$ cat src/rtl/writeback_unit.sv
// Writeback stage: formats load returns into a small FIFO and arbitrates them
// with ALU results onto the register-file write port. Optional pending-load
// scoreboard on o_busy is built when WRITEBACK_SCOREBOARD_EN is defined.
module writeback_unit #(
    parameter int unsigned FIFO_DEPTH = 4
) (
    input  logic                          i_clk,
    input  logic                          i_rst,

    input  logic                          i_alu_valid,
    input  logic [4:0]                    i_alu_rd_num,
    input  logic [31:0]                   i_alu_val,
    output logic                          o_alu_ready,

    input  logic                          i_ld_issue,
    input  logic [4:0]                    i_ld_issue_rd_num,

    input  logic                          i_mem_valid,
    input  logic [4:0]                    i_mem_rd_num,
    input  logic [31:0]                   i_mem_val,
    input  logic [2:0]                    i_mem_func_3,
    input  logic [1:0]                    i_mem_addr_lo,
    output logic                          o_mem_ready,

    output logic                          o_reg_op,
    output logic [31:0]                   o_w_rd,
    output logic [4:0]                    o_w_rd_num,
    output logic [31:0]                   o_busy,
    output logic [$clog2(FIFO_DEPTH):0]   o_fifo_count
);

    localparam int unsigned AW = $clog2(FIFO_DEPTH);
    localparam int unsigned CW = AW + 1;
    localparam logic [CW-1:0] DEPTH_C = CW'(FIFO_DEPTH);

    localparam logic [2:0] F3_LB  = 3'b000;
    localparam logic [2:0] F3_LH  = 3'b001;
    localparam logic [2:0] F3_LBU = 3'b100;
    localparam logic [2:0] F3_LHU = 3'b101;

    // ------------------------------------------------------------------
    // Load formatting
    // ------------------------------------------------------------------
    logic [7:0]  ld_byte;
    logic [15:0] ld_half;
    logic [31:0] ld_fmt;

    always_comb begin
        case (i_mem_addr_lo)
            2'd0:    ld_byte = i_mem_val[7:0];
            2'd1:    ld_byte = i_mem_val[15:8];
            2'd2:    ld_byte = i_mem_val[23:16];
            default: ld_byte = i_mem_val[31:24];
        endcase
        ld_half = i_mem_addr_lo[1] ? i_mem_val[31:16] : i_mem_val[15:0];

        case (i_mem_func_3)
            F3_LB:   ld_fmt = {{24{ld_byte[7]}}, ld_byte};
            F3_LBU:  ld_fmt = {24'h000000, ld_byte};
            F3_LH:   ld_fmt = {{16{ld_half[15]}}, ld_half};
            F3_LHU:  ld_fmt = {16'h0000, ld_half};
            default: ld_fmt = i_mem_val;
        endcase
    end

    // ------------------------------------------------------------------
    // Load-return FIFO
    // ------------------------------------------------------------------
    logic [4:0]    fifo_rd_q  [FIFO_DEPTH];
    logic [31:0]   fifo_val_q [FIFO_DEPTH];
    logic [AW-1:0] wr_ptr_q, wr_ptr_d;
    logic [AW-1:0] rd_ptr_q, rd_ptr_d;
    logic [CW-1:0] count_q, count_d;

    logic          fifo_empty;
    logic          push;
    logic          pop;
    logic          alu_take;
    logic [4:0]    head_rd;
    logic [31:0]   head_val;

    // Readiness comes from the registered count only, so a full FIFO never
    // accepts even when the same cycle pops.
    assign fifo_empty  = (count_q == '0);
    assign o_mem_ready = (count_q < DEPTH_C);
    assign o_alu_ready = fifo_empty;
    assign push        = i_mem_valid & o_mem_ready;
    assign pop         = ~fifo_empty;
    assign alu_take    = fifo_empty & i_alu_valid;
    assign head_rd     = fifo_rd_q[rd_ptr_q];
    assign head_val    = fifo_val_q[rd_ptr_q];

    always_comb begin
        wr_ptr_d = wr_ptr_q;
        rd_ptr_d = rd_ptr_q;
        count_d  = count_q;
        if (push) begin
            wr_ptr_d = wr_ptr_q + 1'b1;
        end
        if (pop) begin
            rd_ptr_d = rd_ptr_q + 1'b1;
        end
        case ({push, pop})
            2'b10:   count_d = count_q + 1'b1;
            2'b01:   count_d = count_q - 1'b1;
            default: count_d = count_q;
        endcase
    end

    always_ff @(posedge i_clk) begin
        if (push) begin
            fifo_rd_q[wr_ptr_q]  <= i_mem_rd_num;
            fifo_val_q[wr_ptr_q] <= ld_fmt;
        end
    end

    // ------------------------------------------------------------------
    // Write-port arbitration: FIFO head has priority over the ALU
    // ------------------------------------------------------------------
    logic        reg_op_q, reg_op_d;
    logic [31:0] w_rd_q, w_rd_d;
    logic [4:0]  w_rd_num_q, w_rd_num_d;

    always_comb begin
        reg_op_d   = 1'b0;
        w_rd_d     = w_rd_q;
        w_rd_num_d = w_rd_num_q;
        if (pop) begin
            reg_op_d   = (head_rd != '0);
            w_rd_d     = head_val;
            w_rd_num_d = head_rd;
        end else if (alu_take) begin
            reg_op_d   = (i_alu_rd_num != '0);
            w_rd_d     = i_alu_val;
            w_rd_num_d = i_alu_rd_num;
        end
    end

    always_ff @(posedge i_clk) begin
        if (i_rst) begin
            wr_ptr_q   <= '0;
            rd_ptr_q   <= '0;
            count_q    <= '0;
            reg_op_q   <= 1'b0;
            w_rd_q     <= '0;
            w_rd_num_q <= '0;
        end else begin
            wr_ptr_q   <= wr_ptr_d;
            rd_ptr_q   <= rd_ptr_d;
            count_q    <= count_d;
            reg_op_q   <= reg_op_d;
            w_rd_q     <= w_rd_d;
            w_rd_num_q <= w_rd_num_d;
        end
    end

    assign o_reg_op     = reg_op_q;
    assign o_w_rd       = w_rd_q;
    assign o_w_rd_num   = w_rd_num_q;
    assign o_fifo_count = count_q;

    // ------------------------------------------------------------------
    // Pending-load scoreboard
    // ------------------------------------------------------------------
`ifdef WRITEBACK_SCOREBOARD_EN
    logic [31:0] busy_q, busy_d;

    // Clear is applied before set so a same-cycle reissue keeps the bit.
    always_comb begin
        busy_d = busy_q;
        if (pop) begin
            busy_d[head_rd] = 1'b0;
        end
        if (i_ld_issue && (i_ld_issue_rd_num != '0)) begin
            busy_d[i_ld_issue_rd_num] = 1'b1;
        end
    end

    always_ff @(posedge i_clk) begin
        if (i_rst) begin
            busy_q <= '0;
        end else begin
            busy_q <= busy_d;
        end
    end

    assign o_busy = busy_q;
`else
    logic unused_ld_issue;
    assign unused_ld_issue = ^{i_ld_issue, i_ld_issue_rd_num};
    assign o_busy          = '0;
`endif

endmodule

$ cat config.mk
export PLATFORM = sky130hd
export DESIGN_NAME = writeback_unit
export DESIGN_NICKNAME = d
export VERILOG_FILES = /design/src/rtl/writeback_unit.sv
export SDC_FILE = /design/constraint.sdc
export NUM_CORES = 1
export LEC_CHECK = 0
export BUFFER_PORTS_ARGS = -buffer_cell sky130_fd_sc_hd__buf_2
export CORE_ASPECT_RATIO = 0.9
export CORE_MARGIN = 5
export CORE_UTILIZATION = 50
export DETAILED_ROUTE_END_ITERATION = 7
export GPL_ROUTABILITY_DRIVEN = 0
export PLACE_DENSITY = 0.73
export RECOVER_POWER = 25
export SLEW_MARGIN = 30
export SYNTH_ARGS = -nofsm -noshare
export SYNTH_HDL_FRONTEND = slang
export SYNTH_SLANG_ARGS = --single-unit
$ cat constraint.sdc
create_clock -name i_clk -period 4.38 [get_ports i_clk]
set_clock_uncertainty 0.2 [all_clocks]
set_input_delay 0.219 -clock i_clk [delete_from_list [all_inputs] [get_ports i_clk]]
set_output_delay 0.219 -clock i_clk [all_outputs]
set_load 0.05 [all_outputs]
==> flow_summary.yaml, run 1 <==
placement:
  hpwl_um: 11600
  port_buffers: 125
worst_setup_path:
  cp_cell_sequence: "or3_1 -> inv_2 -> buf_4 -> nor2_1 -> a211oi_1"
  cp-start-kind: "flop"
  r2r_slack_ns: 1.98
  timing.rr.end: "o_w_rd[13]"
  critPathTopFamily: "buffers and inverters"
  cp.arrival_ns: 2.51
  r2r_cells: 5
  endpoint_kind: "flop"
  cp_slowest_stage_delay_ns: 0.52
  crit_start: "o_fifo_count[2]"
  worstPathRequired_ns: 4.50
  critPathCapture: "o_w_rd[13]"
  reg2reg_from: "o_fifo_count[2]"
  crit_slowest_cell: "buf_4"
  path_buf_inv: 2
  critPathKind: "flop to flop"
  cp_max_fo: 57
  path_depth: 5
pwr:
  pwr-share-comb_pct: 34.1
  irDropWorstVdd_mv: 0.308
  p_switching_mw: 2.28
  switching_share_pct: 36.2
  power.density_mw_per_mm2: 631
  p_leak_nw: 3.73
  p_int_mw: 4.03
  share_seq_of_total_power_pct: 40.3
  p_clk_share_pct: 25.6
cts:
  cts_setup_buffers: 0
  clkSinkCount: 195
  cts.path.max_buffers: 2
  tritoncts: "done"
  cts-resized-gates: 0
  cts.htree.levels: 4
  cts_root_buffer: "clkbuf_16"
  numCtsBuffers: 17
  insertion_delay_ns: 0.42
  clk_pin_slew_worst_paths_ns: 0.07
floorplanning:
  die_area_mm2: 0.0196
  rows: 45
  fp.dieH_um: 133
  start_util_pct: 50.5
  coreArea_mm2: 0.0167
  ioPinCount: 164
  fp.dieW_um: 147
drt:
  firstDrtPassIters: 5
  ant_nets: 0
  wl_per_cell_um: 18.8
  wl_um: 17400
  num_vias: 5094
  drt_iter0_drc: 322
  drcViolationCount: 0
  via_per_inst: 5.48
synth:
  synth-seq-cells: 195
  netlist_area_mm2: 0.00844
  ys_async_sr_fraction_pct: 0
  yosys-top-cells-area: "edfxtp_1 53%, dfxtp_1 11%, mux4_2 10%"
  synth-main-ff-cell: "edfxtp_1"
  synth_area_leader_cell: "edfxtp_1"
  synth_top_area_share_pct: 52.7
  synth-edff-count: 148
  synth.yosys.warnings: 0
  syn_area_per_cell_um2: 15.3
  ys_types: 37
  syn_inst: 550
  yosysMostFrequentCell: "edfxtp_1"
  synth_common_cells: "148 x edfxtp_1, 50 x nor2_1, 47 x dfxtp_1"
  ys_seq_area_share_pct: 63.8
grt:
  grt_start_max_net_pins: 58
  track_usage_pct: 18.0
  gr-total-overflow: 0
  grt_pass1_vias: 5130
  grt_pass1_wl_um: 27600
  grt_antenna_before_repair: 1
sta:
  fmaxAchievable_ghz: 0.417
  worstMarginPinSlew_ns: 0.883
  holdWs_ns: 0.0244
  min_period_ns: 2.40
  rsz0062_at_grt: "false"
  hold_viol: 0
  maxSlewHeadroom_pct: 41.1
  setup_violations: 0
  period_share_pct: 54.7
  setup_tns_ns: 0
  final-max-slew-violation-count: 0
layout:
  area_growth_syn_to_layout_pct: 18.6
  fin_nets: 799
  layout-drive-gt1-share_pct: 21.8
job:
  max-cap-violations: 0
worst_hold_path:
  min_path_type: "primary input to flop"
  hold_path.startpoint: "i_mem_val[18]"
outcome:
  status: "finished clean"
==> logic make-up after synthesis <==
family | share of synthesized area [%]
XOR/XNOR | 0.519
other | 0.0444
multiplexers | 16.8
AND/OR/NAND/NOR | 5.03
adder cells (fa/ha/maj) | 0.979
buffers and inverters | 6.00
flip-flops | 63.8
AO/OA/AOI/OAI | 6.79
==> worst min-delay path: cells and delay by family <==
| family | cells | cell delay (ns) |
|---|---|---|
| AND/OR/NAND/NOR | 2 | 0.19 |
| buffers and inverters | 1 | 0.11 |
==> cells in the final DEF (no fill, tap or decap), types with 3 or more instances in the layout <==
| cell type | count |
|---|---|
| edfxtp_1 | 148 |
| buf_2 | 76 |
| nor2_1 | 50 |
| clkbuf_1 | 50 |
| dfxtp_1 | 45 |
| nand2_1 | 41 |
| dlygate4sd3_1 | 41 |
| mux2i_1 | 38 |
| mux4_2 | 38 |
| a211oi_1 | 37 |
| conb_1 | 32 |
| clkbuf_16 | 17 |
| o21ai_0 | 10 |
| inv_1 | 9 |
| buf_4 | 8 |
| mux4_1 | 7 |
| a22oi_1 | 7 |
| a22o_1 | 7 |
| a221o_1 | 7 |
| a21oi_1 | 6 |
| ha_1 | 5 |
| bufinv_16 | 4 |
| and2_1 | 3 |
| xor2_1 | 3 |
| clkinvlp_4 | 3 |
==> worst min-delay path by stage <==
stage,end,slack (ns),depth (start not counted)
floorplan,fifo_rd_q[0][0],0.12,0
global placement,fifo_rd_q[2][2],0.23,1
detailed placement,fifo_rd_q[1][2],0.25,1
CTS,o_w_rd[16],0.00005,3
global route,o_w_rd[16],0.03,3
finish,fifo_val_q[1][18],0.02,3
==> what timing repair did <==
action,in CTS,in global routing
endpoints found under the hold margin,56,0
hold buffers,41,0
setup endpoints to repair,0,0
==> registers in the layout (all words and copies together), names as in the netlist, named ones only <==
signal	cells
rd_ptr_q	2
o_w_rd	32
wr_ptr_q	2
o_w_rd_num	5
o_fifo_count	3
o_reg_op	1
fifo_rd_q	20
fifo_val_q	128
==> metal layers <==
metal,global-route usage [%],up-vias,wire length [um]
met3,3.71,27,1340
met2,27.8,242,8140
met1,25.5,2466,7590
met4,6.68,0,350
li1,-,2359,-
met5,0,-,0
==> cell type report <==
class	instances	area (um^2)
fillers	1253	6710
flip-flops and latches	195	5390
well taps	211	264
clock inverters	12	178
diodes	1	2.50
multi-input cells	306	2660
repair buffers	173	1030
inverters	11	41.3
clock buffers	20	447
==> stage by stage <==
stage / total power [mW] / util, % / cell area, um^2 / setup WS [ns] / cells
2_1_floorplan: 4.33 / - / 8560 / 1.95 / 581
3_3_place_gp: 4.72 / 54.0 / 9030 / 1.95 / 855
3_5_place_dp: 4.77 / 54.0 / 9040 / 1.94 / 855
4_1_cts: 6.41 / 60.2 / 10100 / 1.94 / 928
5_1_grt: 6.63 / 59.9 / 10000 / 1.79 / 929
6_report: 6.31 / 59.9 / 10000 / 1.98 / 929
==> power groups by stage <==
stage          combinational [mW]  sequential [mW]  clock [mW]
6_report                     2.15             2.54        1.62
5_1_grt                      2.32             2.59        1.72
4_1_cts                      2.22             2.54        1.65
3_5_place_dp                 2.19             2.58           0
3_3_place_gp                 2.15             2.56           0
2_1_floorplan                1.30             3.03           0
Power figures use the tool's default switching activity.
==> run 2: changes to the inputs <==
--- a/config.mk
+++ b/config.mk
@@ -11,7 +11,7 @@
 export CORE_UTILIZATION = 50
 export DETAILED_ROUTE_END_ITERATION = 7
 export GPL_ROUTABILITY_DRIVEN = 0
-export PLACE_DENSITY = 0.73
+export PLACE_DENSITY = 0.76
 export RECOVER_POWER = 25
 export SLEW_MARGIN = 30
 export SYNTH_ARGS = -nofsm -noshare
==> constraint.sdc (replaced) <==
create_clock -name i_clk -period 2.2 [get_ports i_clk]
set_clock_uncertainty 0.2 [all_clocks]
set_input_delay 0.11 -clock i_clk [delete_from_list [all_inputs] [get_ports i_clk]]
set_output_delay 0.11 -clock i_clk [all_outputs]
set_load 0.05 [all_outputs]
==> run 2 against run 1 <==
Hold slack about the same. Worst setup slack got worse by 1.9 ns. Flip-flop and latch count unchanged. First-iteration DRC count increased by 37%. Non-clock buffer count grew 44. Critical path type is now flop to primary output. Largest cell class unchanged. Largest power group unchanged.
==> flow_summary.yaml, run 2 (synthesis results as in run 1) <==
sta:
  hold_viol: 0
  fmaxAchievable_ghz: 0.474
  setup_violations: 0
  min_period_ns: 2.11
  setup_tns_ns: 0
  maxSlewHeadroom_pct: 55.6
  rsz0062_at_grt: "false"
  final-max-slew-violation-count: 0
  worstMarginPinSlew_ns: 0.669
  period_share_pct: 95.9
worst_setup_path:
  cp-start-kind: "flop"
  reg2reg_from: "o_fifo_count[2]"
  timing.rr.end: "o_fifo_count[2]"
  critPathKind: "flop to primary output"
  cp.arrival_ns: 1.80
  endpoint_kind: "primary output"
  r2r_cells: 7
  cp_max_fo: 17
  worstPathRequired_ns: 1.89
  r2r_slack_ns: 0.11
layout:
  stdcell_count: 973
  layout-drive-gt1-share_pct: 23.0
  fin_nets: 843
  final_cell_mix: "148 x edfxtp_1, 75 x buf_2, 74 x dlygate4sd3_1"
  final_util_pct: 62.8
  area_growth_syn_to_layout_pct: 24.5
  top_register: "fifo_val_q"
  largest_reg_flops: 128
  fin_area_mm2: 0.0105
  final_common_cell: "edfxtp_1"
grt:
  grt_antenna_before_repair: 1
  grt_pass1_wl_um: 29600
  track_usage_pct: 19.4
  grt_start_max_net_pins: 60
  grt_pass1_vias: 5531
  gr-total-overflow: 0
cts:
  insertion_delay_ns: 0.42
  cts.htree.levels: 4
  cts.path.max_buffers: 2
  cts_setup_buffers: 0
  cts_root_buffer: "clkbuf_16"
  numCtsBuffers: 17
  clk_pin_slew_worst_paths_ns: 0.06
  tritoncts: "done"
  clkSinkCount: 195
drt:
  wl_um: 18800
  drt_iter0_drc: 441
  top_layer_used: "met4"
  wl_met2_um: 9160
  wl_met3_um: 1410
  ant_nets: 0
  drcViolationCount: 0
  wl_per_cell_um: 19.3
  via_per_inst: 5.50
  wl_met1_um: 7670
  num_vias: 5354
  firstDrtPassIters: 5
worst_hold_path:
  min_path_type: "primary input to flop"
  hold_depth: 2
  hold_path.startpoint: "i_mem_func_3[0]"
  min_to: "fifo_val_q[0][12]"
pwr:
  switching_share_pct: 37.3
  pwr-share-comb_pct: 37.4
  power.density_mw_per_mm2: 1200
  p_clk_share_pct: 23.0
  irDropWorstVdd_mv: 0.712
  p_int_mw: 7.93
  share_seq_of_total_power_pct: 39.6
  p_switching_mw: 4.71
  p_leak_nw: 3.95
placement:
  port_buffers: 125
  placed_cell_area_mm2: 0.00924
  hpwl_um: 12000
  place_inst: 866
floorplanning:
  fp.dieW_um: 147
  fp.dieH_um: 133
  coreArea_mm2: 0.0167
  start_util_pct: 50.5
  die_area_mm2: 0.0196
  rows: 45
  ioPinCount: 164
outcome:
  status: "finished clean"
job:
  max-cap-violations: 0
run 2: power by group through the flow:
stage / logic, mW / registers [mW] / clock network (mW)
global route: 5.07 / 5.07 / 3.11
floorplan: 2.58 / 6.04 / 0
global placement: 4.60 / 5.01 / 0
finish: 4.73 / 5.01 / 2.91
detailed placement: 4.68 / 5.06 / 0
CTS: 4.80 / 4.99 / 2.95
run 2: area by class of cell:
class | count | area [um^2]
clock inverters | 13 | 98.8
multi-input cells | 306 | 2670
clock buffers | 19 | 475
inverters | 11 | 41.3
fillers | 1203 | 6210
repair buffers | 217 | 1560
well taps | 211 | 264
flip-flops and latches | 195 | 5400
diodes | 1 | 2.50
run 2: through the flow:
| step | total power [mW] | setup slack, ns | hold slack [ns] |
|---|---|---|---|
| after floorplan | 8.63 | 0.0125 | 0.00887 |
| after global placement | 9.61 | 0.234 | 0.123 |
| after detailed placement | 9.75 | 0.123 | 0.130 |
| after CTS | 12.7 | 0.00407 | 0.00139 |
| after global routing | 13.2 | 0.00654 | 0.0255 |
| final | 12.6 | 0.0904 | 0.0243 |
run 2: how the worst max path moves through the flow:
stage                    startpoint                 to  slack (ns)  cells after the start
floorplan           o_fifo_count[1]    o_fifo_count[2]        0.01                      8
finish              o_fifo_count[2]        o_alu_ready        0.09                      5
detailed placement  o_fifo_count[2]    o_fifo_count[2]        0.12                      7
CTS                 o_fifo_count[2]        o_alu_ready       0.004                      5
global placement    o_fifo_count[2]    o_fifo_count[2]        0.23                      7
global route        o_fifo_count[2]  fifo_val_q[2][13]       0.007                      4
run 2: layer usage:
| layer | vias up | track usage [%] |
|---|---|---|
| met3 | 39 | 4.56 |
| met4 | 0 | 7.56 |
| met1 | 2608 | 25.2 |
| met2 | 254 | 32.1 |
| met5 | - | 0 |
| li1 | 2453 | - |
run 2: what timing repair did:
action                                  4_1_cts  5_1_grt
endpoints found under the setup margin        1        2
resized for setup                             1        4
hold buffers                                 74        0
hold endpoints to repair                    185        0
run 2: worst max-delay path: stages (launching register included):
cell	delay, ns
dfxtp_4	0.36
or3_1	0.41
buf_4	0.17
inv_2	0.08
buf_6	0.18
buf_6	0.18
